===== config.mk =====
export PLATFORM = sky130hd
export DESIGN_NAME = uart_tx_sched
export DESIGN_NICKNAME = d
export VERILOG_FILES = /design/src/rtl/uart_pkg.sv /design/src/rtl/rr_pick.sv /design/src/rtl/uart_tx_sched.sv
export SDC_FILE = /design/constraint.sdc
export NUM_CORES = 1
export LEC_CHECK = 0
export ABC_AREA = 1
export CORE_MARGIN = 4
export CORE_UTILIZATION = 54
export CTS_CLUSTER_DIAMETER = 80
export DETAILED_ROUTE_END_ITERATION = 10
export PLACE_DENSITY = 0.82
export SYNTH_ARGS = -nofsm -noshare
export SYNTH_HDL_FRONTEND = slang
export SYNTH_SLANG_ARGS = --single-unit
export TNS_END_PERCENT = 10

===== constraint.sdc =====
create_clock -name clk -period 3.3 [get_ports clk]
set_input_delay 0.66 -clock clk [delete_from_list [all_inputs] [get_ports clk]]
set_output_delay 0.66 -clock clk [all_outputs]
set_load 0.05 [all_outputs]

===== src/rtl/uart_pkg.sv =====
`default_nettype none
// +--------------------------------------------------------------------+
// | uart_pkg                                                           |
// | Shared constants and helpers for the UART transmit/receive blocks. |
// | Rev 1.0 - initial release                                          |
// +--------------------------------------------------------------------+
package uart_pkg;

    localparam int c_BYTE_W = 8;

    localparam logic [1:0] c_ST_IDLE      = 2'd0;
    localparam logic [1:0] c_ST_ISSUE     = 2'd1;
    localparam logic [1:0] c_ST_WAIT_DONE = 2'd2;

    // The timeout counter only has to reach TIMEOUT-1.
    function automatic int to_cnt_width(input int timeout);
        return (timeout > 2) ? $clog2(timeout) : 2;
    endfunction

endpackage
`default_nettype wire


===== src/rtl/rr_pick.sv =====
`default_nettype none
// +--------------------------------------------------------------------+
// | rr_pick                                                            |
// | Rotate-priority picker: first valid index at or after rr_ptr.      |
// | Rev 1.0 - initial release                                          |
// +--------------------------------------------------------------------+
module rr_pick
    import uart_pkg::*;
#(
    parameter int N_REQ = 4
) (
    input  logic [N_REQ-1:0]         req_valid,
    input  logic [$clog2(N_REQ)-1:0] rr_ptr,
    output logic                     found,
    output logic [$clog2(N_REQ)-1:0] idx
);

    localparam int              c_IW = $clog2(N_REQ);
    localparam logic [c_IW:0]   c_N  = (c_IW+1)'(N_REQ);

    logic [c_IW:0] w_cand;

    // One extra bit of headroom so the wrap is an explicit compare, valid for any N_REQ.
    always_comb begin
        found  = 1'b0;
        idx    = '0;
        w_cand = '0;
        for (int k = 0; k < N_REQ; k++) begin
            w_cand = {1'b0, rr_ptr} + (c_IW+1)'(k);
            if (w_cand >= c_N) begin
                w_cand = w_cand - c_N;
            end
            if (!found && req_valid[w_cand[c_IW-1:0]]) begin
                found = 1'b1;
                idx   = w_cand[c_IW-1:0];
            end
        end
    end

endmodule
`default_nettype wire


===== src/rtl/uart_tx_sched.sv =====
`default_nettype none
// +--------------------------------------------------------------------+
// | uart_tx_sched                                                      |
// | Packet-granular round-robin scheduler in front of the UART TX core.|
// | Rev 1.0 - initial release                                          |
// +--------------------------------------------------------------------+
module uart_tx_sched
    import uart_pkg::*;
#(
    parameter int N_REQ     = 4,
    parameter int MAX_BURST = 16,
    parameter int TIMEOUT   = 4096
) (
    input  logic                        clk,
    input  logic                        rst_n,
    input  logic [N_REQ-1:0]            req_valid,
    input  logic [c_BYTE_W*N_REQ-1:0]   req_data,
    input  logic [N_REQ-1:0]            req_last,
    output logic [N_REQ-1:0]            req_ready,
    output logic [c_BYTE_W-1:0]         tx_byte,
    output logic                        tx_valid,
    input  logic                        tx_done,
    output logic [$clog2(N_REQ)-1:0]    grant_id,
    output logic                        busy,
    output logic                        timeout_err
);

    localparam int c_IW   = $clog2(N_REQ);
    localparam int c_TO_W = to_cnt_width(TIMEOUT);

    logic [1:0]            r_state;
    logic [c_IW-1:0]       r_rr_ptr;
    logic [c_IW-1:0]       r_grant_id;
    logic [7:0]            r_burst_cnt;
    logic [c_TO_W-1:0]     r_to_cnt;
    logic                  r_last_q;
    logic                  r_done_q;
    logic [c_BYTE_W-1:0]   r_tx_byte;
    logic                  r_tx_valid;
    logic                  r_timeout_err;

    logic                  w_found;
    logic [c_IW-1:0]       w_pick_idx;
    logic                  w_accept;
    logic                  w_done_edge;
    logic                  w_to_expired;
    logic                  w_pkt_end;
    logic [c_IW-1:0]       w_next_ptr;
    logic [c_BYTE_W-1:0]   w_sel_data;

    rr_pick #(
        .N_REQ (N_REQ)
    ) u_rr_pick (
        .req_valid (req_valid),
        .rr_ptr    (r_rr_ptr),
        .found     (w_found),
        .idx       (w_pick_idx)
    );

    assign w_accept     = (r_state == c_ST_ISSUE) && req_valid[r_grant_id];
    assign w_done_edge  = tx_done && !r_done_q;
    assign w_to_expired = (r_to_cnt == c_TO_W'(TIMEOUT-1));
    assign w_pkt_end    = r_last_q || (r_burst_cnt == 8'(MAX_BURST));
    assign w_next_ptr   = (r_grant_id == c_IW'(N_REQ-1)) ? '0 : r_grant_id + 1'b1;
    assign w_sel_data   = req_data[int'(r_grant_id)*c_BYTE_W +: c_BYTE_W];

    always_comb begin
        req_ready = '0;
        if (r_state == c_ST_ISSUE) begin
            req_ready[r_grant_id] = req_valid[r_grant_id];
        end
    end

    always_ff @(posedge clk) begin
        if (!rst_n) begin
            r_state       <= c_ST_IDLE;
            r_rr_ptr      <= '0;
            r_grant_id    <= '0;
            r_burst_cnt   <= '0;
            r_to_cnt      <= '0;
            r_last_q      <= 1'b0;
            r_done_q      <= 1'b0;
            r_tx_byte     <= '0;
            r_tx_valid    <= 1'b0;
            r_timeout_err <= 1'b0;
        end else begin
            r_done_q      <= tx_done;
            r_tx_valid    <= 1'b0;
            r_timeout_err <= 1'b0;
            case (r_state)
                c_ST_IDLE: begin
                    r_to_cnt <= '0;
                    if (w_found) begin
                        r_grant_id  <= w_pick_idx;
                        r_burst_cnt <= '0;
                        r_state     <= c_ST_ISSUE;
                    end
                end
                c_ST_ISSUE: begin
                    // A byte offered on the expiry cycle is still taken.
                    if (w_accept) begin
                        r_tx_byte   <= w_sel_data;
                        r_tx_valid  <= 1'b1;
                        r_last_q    <= req_last[r_grant_id];
                        r_burst_cnt <= r_burst_cnt + 8'd1;
                        r_to_cnt    <= '0;
                        r_state     <= c_ST_WAIT_DONE;
                    end else if (w_to_expired) begin
                        r_timeout_err <= 1'b1;
                        r_rr_ptr      <= w_next_ptr;
                        r_to_cnt      <= '0;
                        r_state       <= c_ST_IDLE;
                    end else begin
                        r_to_cnt <= r_to_cnt + 1'b1;
                    end
                end
                c_ST_WAIT_DONE: begin
                    if (w_done_edge) begin
                        r_to_cnt <= '0;
                        if (w_pkt_end) begin
                            r_rr_ptr <= w_next_ptr;
                            r_state  <= c_ST_IDLE;
                        end else begin
                            r_state  <= c_ST_ISSUE;
                        end
                    end else if (w_to_expired) begin
                        r_timeout_err <= 1'b1;
                        r_rr_ptr      <= w_next_ptr;
                        r_to_cnt      <= '0;
                        r_state       <= c_ST_IDLE;
                    end else begin
                        r_to_cnt <= r_to_cnt + 1'b1;
                    end
                end
                default: begin
                    r_to_cnt <= '0;
                    r_state  <= c_ST_IDLE;
                end
            endcase
        end
    end

    assign tx_byte     = r_tx_byte;
    assign tx_valid    = r_tx_valid;
    assign grant_id    = r_grant_id;
    assign busy        = (r_state != c_ST_IDLE);
    assign timeout_err = r_timeout_err;

endmodule
`default_nettype wire


==> impl_metrics.sql <==
INSERT INTO impl_metrics (metric_group, metric, value, unit) VALUES
('placed_design', 'placedInstanceArea', '0.00308', 'mm2'),
('synth', 'synth-seq-cells', '38', ''),
('synth', 'synth_edf_count', '0', ''),
('placed_design', 'place_hpwl', '4600', 'um'),
('global_route', 'first_global_vias', '2217', ''),
('clock_tree', 'clock_tree_from_tritoncts', 'done', ''),
('global_route', 'grt_usage', '22.6', '%'),
('die', 'floorplan.die.height', '75.2', 'um'),
('synth', 'synth-warning-count', '0', ''),
('cells_and_area', 'mostFrequentLayoutCell', 'nor2_1', ''),
('cells_and_area', 'layout-drive-gt1-share', '8.86', '%'),
('timing', 'min_tclk_post_route', '2.93', 'ns'),
('timing', 'timing.slew.headroom', '63.7', '%'),
('route', 'detail_route.wirelength', '5880', 'um'),
('synth', 'synth-async-reset-ratio', '0', '%'),
('synth', 'synth.distinct_cells', '37', ''),
('synth', 'netlist_top_cells_area', 'dfxtp_1, nor2_1, nand2_1, nand3_1, o21ai_0', ''),
('die', 'horiz_die_dim', '75.2', 'um'),
('timing', 'achievable-frequency', '0.342', 'GHz'),
('die', 'placeable_core_region', '0.00435', 'mm2'),
('die', 'fp.dieArea', '0.00565', 'mm2'),
('clock_tree', 'cts-buffers-inserted', '5', ''),
('critical_path', 'crit_arrival', '2.27', 'ns'),
('cells_and_area', 'post-route-cell-area', '0.00317', 'mm2'),
('die', 'ioPinCount', '60', ''),
('global_route', 'global_routing_usage_on_met1', '26.8', '%'),
('route', 'routed-via-count', '2427', ''),
('global_route', 'grt_util_met2', '39.7', '%'),
('route', 'detail_route.drc_violations', '0', ''),
('synth', 'fraction_of_synthesized_cell_area_taken_by_the_top_area_cell_type', '31.2', '%'),
('timing', 'fin_worst_skew', '0.00578', 'ns'),
('cells_and_area', 'diodes', '0', ''),
('pwr', 'p_leak', '0.00134', 'uW'),
('timing', 'setup_total_negative_slack', '0', 'ns'),
('synth', 'synth_seq_area_share', '31.2', '%'),
('critical_path', 'critical_path_peak_fanout', '15', ''),
('clock_tree', 'h-tree-depth', '2', ''),
('clock_tree', 'clock_insertion_delay_worst_skew', '0.30', 'ns'),
('placed_design', 'buffer_ports.inserted', '59', ''),
('cells_and_area', 'final_cell_mix', 'nor2_1, nand2_1, clkdlybuf4s50_1', ''),
('clock_tree', 'clk_transition_reported_paths', '0.08', 'ns'),
('die', 'num_rows', '24', ''),
('global_route', 'grt-busiest-layer', 'met2', ''),
('cells_and_area', 'fin_nets', '482', ''),
('global_route', 'globalRouteOverflowTotal', '0', ''),
('pwr', 'total_power', '1640', 'uW'),
('die', 'initial_utilization', '56.0', '%'),
('critical_path', 'critPathCaptureType', 'output pin', ''),
('timing', 'rsz0062_at_grt', 'no', ''),
('critical_path', 'worstSetupPathType', 'input port to output pin', ''),
('route', 'routedWlPerCell', '12.2', 'um'),
('synth', 'synthesis.area', '0.00244', 'mm2'),
('timing', 'part_of_the_cycle_the_worst_path_needs', '88.7', '%'),
('synth', 'yosys.area.top_type', 'dfxtp_1', ''),
('global_route', 'grt_antenna_before_repair', '0', ''),
('route', 'detail_route.iter0.violations', '89', ''),
('timing', 'worstMarginPinSlew', '0.542', 'ns'),
('global_route', 'met3_usage', '5.34', '%'),
('clock_tree', 'cts_setup_buffers', '0', ''),
('synth', 'syn-num-nets', '425', ''),
('clock_tree', 'cts_resized', '0', ''),
('synth', 'main_flop_type_after_synthesis', 'dfxtp_1', ''),
('global_route', 'grt_start_max_net_pins', '25', ''),
('synth', 'cell_count_after_synthesis', '371', ''),
('critical_path', 'timing.critical_path.from_type', 'input port', ''),
('job', 'drv_cap', '0', ''),
('timing', 'drv_slew', '0', ''),
('clock_tree', 'cts.sink_count', '38', ''),
('route', 'antenna_left', '0', ''),
('hold_path', 'hold_path.class', 'flip-flop to flip-flop', ''),
('clock_tree', 'cts_hold_repair.buffers', '0', ''),
('critical_path', 'required', '2.64', 'ns'),
('pwr', 'vdd_ir_drop_max', '0.381', 'mV'),
('route', 'via_per_inst', '5.05', ''),
('pwr', 'power_density', '518', 'mW/mm2'),
('route', 'detailedRoute.firstPassIterationCount', '4', ''),
('outcome', 'run_status', 'completed', ''),
('clock_tree', 'clockBufferDepth', '2', ''),
('global_route', 'global_route_wire_length_before_repair', '9830', 'um'),
('synth', 'syn_avg_cell_area', '6.57', 'um2'),
('placed_design', 'globalplace.congestion', '0.807', ''),
('cells_and_area', 'area.growth.synth_to_final', '30.1', '%'),
('clock_tree', 'clockRootBuffer', 'clkbuf_8', ''),
('timing', 'setup-violations-final', '0', ''),
('timing', 'finalHoldViolCount', '0', '');
## synth_stat cells (2+ instances only)
| master | n |
|---|---|
| a31oi_1 | 2 |
| xor2_1 | 4 |
| inv_2 | 4 |
| inv_1 | 38 |
| buf_2 | 2 |
| ha_1 | 11 |
| nand2_1 | 69 |
| nor3_2 | 2 |
| nor2_4 | 2 |
| dfxtp_1 | 38 |
| nor2_1 | 71 |
| nor3_1 | 2 |
| nand4_1 | 2 |
| o21ai_0 | 32 |
| o22ai_1 | 9 |
| clkbuf_1 | 4 |
| nand2_2 | 7 |
| buf_6 | 3 |
| buf_4 | 2 |
| nand3_1 | 34 |
| a21oi_1 | 14 |
| xnor2_1 | 4 |
## flip-flops by register name, summed over array words and instances, names as in the netlist
signal / count
grant_id: 2
timeout_err: 1
r_done_q: 1
r_rr_ptr: 2
r_to_cnt: 12
tx_valid: 1
r_last_q: 1
r_state: 2
r_burst_cnt: 8
tx_byte: 8
## critical path, stage by stage
cell	delay (ns)
clkdlybuf4s50_1	0.52
nand2_1	0.07
nand3_1	0.09
nand2_2	0.09
nor2_4	0.19
inv_1	0.23
nor2_1	0.24
buf_12	0.17
## area by class of cell
type	instances	area (um2)
multi-input combinational	277	1430
fill	357	1180
sequential	38	761
timing repair buffer	62	653
inverter	44	168
clock buffer	6	82.6
tap	52	65.1
clock inverter	2	12.5
## power by group
group	switching (uW)	internal [uW]	total (uW)
clock	164	168	332
combinational	492	276	767
sequential	34.2	511	545
total	690	954	1640
## path summary, 6_finish.rpt
kind / endpoint / startpoint / cells after the start / slack (ns)
hold / removal: r_to_cnt[0]$_SDFF_PN0_ / r_to_cnt[0]$_SDFF_PN0_ / 1 / 0.45
hold reg to reg: r_to_cnt[0]$_SDFF_PN0_ / r_to_cnt[0]$_SDFF_PN0_ / 1 / 0.45
setup reg to reg: r_burst_cnt[0]$_SDFFE_PN0P_ / r_rr_ptr[0]$_SDFFE_PN0P_ / 11 / 1.46
setup / recovery: req_ready[2] / req_valid[0] / 8 / 0.37
## kinds of logic after synthesis
logic type / Yosys count / synth area share [%]
AND/OR/NAND/NOR: 198 / 36.9
AO/OA/AOI/OAI: 60 / 13.2
buffers and inverters: 56 / 10.1
flip-flops: 38 / 31.2
adder cells (fa/ha/maj): 11 / 5.65
XOR/XNOR: 8 / 2.87
## per-stage QoR
stage | util [%] | setup WS, ns | cells | hold slack [ns]
2_1_floorplan | - | 0.424 | 371 | 0.413
3_5_place_dp | 70.7 | 0.361 | 473 | 0.438
3_3_place_gp | 70.7 | 0.410 | 473 | 0.428
5_1_grt | 72.8 | 0.234 | 481 | 0.473
6_report | 72.8 | 0.372 | 481 | 0.446
4_1_cts | 72.8 | 0.366 | 481 | 0.449
## metal layers
layer	share of wire, %	wire length [um]	up-vias
met5	0	0	-
met4	2.0	116	0
met3	3.3	193	11
met2	51	3030	36
met1	43	2540	1074
li1	-	-	1306
No activity file was read; power rests on OpenSTA's default activity.
==> variant (same flow settings) <==
`N_REQ` is set to 4 in 2 places; all go to 8.
--- a/src/rtl/rr_pick.sv
+++ b/src/rtl/rr_pick.sv
@@ -7,7 +7,7 @@
 module rr_pick
     import uart_pkg::*;
 #(
-    parameter int N_REQ = 4
+    parameter int N_REQ = 8
 ) (
     input  logic [N_REQ-1:0]         req_valid,
     input  logic [$clog2(N_REQ)-1:0] rr_ptr,
--- a/src/rtl/uart_tx_sched.sv
+++ b/src/rtl/uart_tx_sched.sv
@@ -7,7 +7,7 @@
 module uart_tx_sched
     import uart_pkg::*;
 #(
-    parameter int N_REQ     = 4,
+    parameter int N_REQ     = 8,
     parameter int MAX_BURST = 16,
     parameter int TIMEOUT   = 4096
 ) (
Ports: changed (5 resized); port bits go from 60 to 105. The function was not compared with the original's and may differ.
==> variant against the original RTL <==
  * Final cell count increased by 41%
  * Total power fell by 1.3%
  * Routed wire length is 76% higher
  * Sequential cell count is 2 higher
  * Register-to-register slack got worse by 1.0 ns
  * Area after synthesis rose by 32%
  * Worst setup slack got worse by 0.099 ns
  * Final area rose by 41%
==> variant: results (changes against the original RTL) <==
stage,metric,value,unit,change
worst_setup_path,R2R setup slack,0.42,ns,was 1.46 ns
timing,final clock skew,0.00584,ns,was 0.00578 ns
synthesis,syn_nets,591,,was 425
timing,final hold slack,0.472,ns,was 0.446 ns
synthesis,fraction of registers with async set/reset,0,%,unchanged
placement,Placer Congestion,0.865,,was 0.807
synthesis,sequential area share after synthesis,24.9,%,was 31.2%
global_routing,met3 GRT Util,7.48,%,was 5.34%
placement,Port Buf Inserts,104,,was 59
route,met1 WL,3930,um,was 2540 um
hold_path,worst hold path depth,2,,was 1
worst_setup_path,"Data arrival, critical path",2.37,ns,was 2.27 ns
placement,Placed Instances,669,,was 473
route,met2 routed WL,5280,um,was 3030 um
route,metal3 WL,716,um,was 193 um
global_routing,grt met1 use,29.9,%,was 26.8%
power_and_ir_drop,Max VDD drop,0.286,mV,was 0.381 mV
global_routing,vias in the first global route,3813,,was 2217
placement,DP Area,4360,um2,was 3080 um2
power_and_ir_drop,Static Leak,0.00187,uW,was 0.00134 uW
synthesis,Yosys cell types,39,,was 37
global_routing,met2 Use GR,53.1,%,was 39.7%
power_and_ir_drop,Cell Int Power,970,uW,was 954 uW
worst_setup_path,"Max FO, Critical Path",6,,was 15
global_routing,first-pass GRT wire length,17000,um,was 9830 um
route,final WL,10400,um,was 5880 um
cells_and_area,Layout Nets,698,,was 482
worst_setup_path,Worst R2R Start,r_rr_ptr[0]$_SDFFE_PN0P_,,unchanged
route,drt initial violations,175,,was 89
timing,relative slew slack,62.7,%,was 63.7%
cells_and_area,final std cells w/o fill,677,,was 481
worst_setup_path,Reg-to-Reg End,r_burst_cnt[1]$_SDFFE_PN0P_,,was r_burst_cnt[0]$_SDFFE_PN0P_
route,vias,3805,,was 2427
global_routing,gr usage total,28.8,%,was 22.6%
route,router iterations before antenna repair,5,,was 4
status,status,finished clean,,unchanged
placement,pre-CTS WS,0.290,ns,was 0.361 ns
placement,DP Wirelength,8330,um,was 4600 um
global_routing,largest net degree at the start of global routing,19,,was 25
synthesis,Synth area leaders,"dfxtp_1 (25%), nand2_1 (12%), inv_1 (8.4%)",,"was dfxtp_1 (31%), nor2_1 (11%), nand2_1 (11%)"
cells_and_area,fraction of layout cells with a size suffix above 1,8.10,%,was 8.86%
synthesis,synthesized area per cell,6.47,um2,was 6.57 um2
hold_path,Worst Hold End,r_last_q$_SDFFE_PN0P_,,was r_to_cnt[0]$_SDFF_PN0_
hold_path,Hold Crit Start,r_last_q$_SDFFE_PN0P_,,was r_to_cnt[0]$_SDFF_PN0_
worst_setup_path,"slowest stage delay, CP",0.55,ns,was 0.52 ns
worst_setup_path,reg2reg path depth,15,,was 11
synthesis,commonest cells in the netlist,"nand2_1 (100), inv_1 (72), nor2_1 (57)",,"was nor2_1 (71), nand2_1 (69), dfxtp_1 (38), inv_1 (38), nand3_1 (34)"
## variant: changes by cell type in the layout (fill, tap and decap cells not counted), moves of 5 or more
cell,unedited run,this run
o2bb2ai_1,0,5
nand4_1,2,8
a221oi_1,0,14
nand3_1,34,53
nand2_1,69,100
clkdlybuf4s50_1,55,97
o22ai_1,9,1
a31oi_1,2,7
inv_1,38,72
nand2_4,1,6
nor2_1,71,57
xor2_1,4,10
## variant: cell families after synthesis
kind of cell,count (synthesis),share of synthesized area (%)
simple gates,255,38.8
buf+inv,93,12.0
compound gates,86,16.7
flops,40,24.9
xor+xnor,12,3.27
fa+ha+maj,11,4.28
## variant: how the worst max path moves through the flow
stage	from	endpoint	slack [ns]
floorplan	grant_id[0]$_SDFFE_PN0P_	req_ready[0]	0.22
global placement	req_valid[6]	req_ready[5]	0.37
detailed placement	req_valid[6]	req_ready[5]	0.29
CTS	req_valid[6]	req_ready[5]	0.28
global route	r_rr_ptr[0]$_SDFFE_PN0P_	r_burst_cnt[1]$_SDFFE_PN0P_	0.13
finish	req_valid[6]	req_ready[3]	0.27
## variant: area by class of cell
cell class                      instances  area (um2)  share of cell area (%)
Multi-Input combinational cell        364        2030                    45.5
Clock inverter                          1        7.51                   0.168
Tap cell                               72        90.1                    2.02
Clock buffer                            7        86.3                    1.94
Inverter                               84         320                    7.19
Sequential cell                        40         801                    18.0
Timing Repair Buffer                  109        1120                    25.2
## variant: worst register-to-register path, delay by kind of cell, from the launching register on
family,cells,cell delay [ns]
simple gates,11,1.41
flops,1,0.55
buf+inv,3,0.45
fa+ha+maj,1,0.41
## variant: power groups by stage
stage	clock network [uW]	registers [uW]	logic [uW]
after global placement	0	566	692
after detailed placement	0	569	706
after floorplan	0	640	353
after CTS	346	559	711
final	347	560	716
after global routing	368	564	780
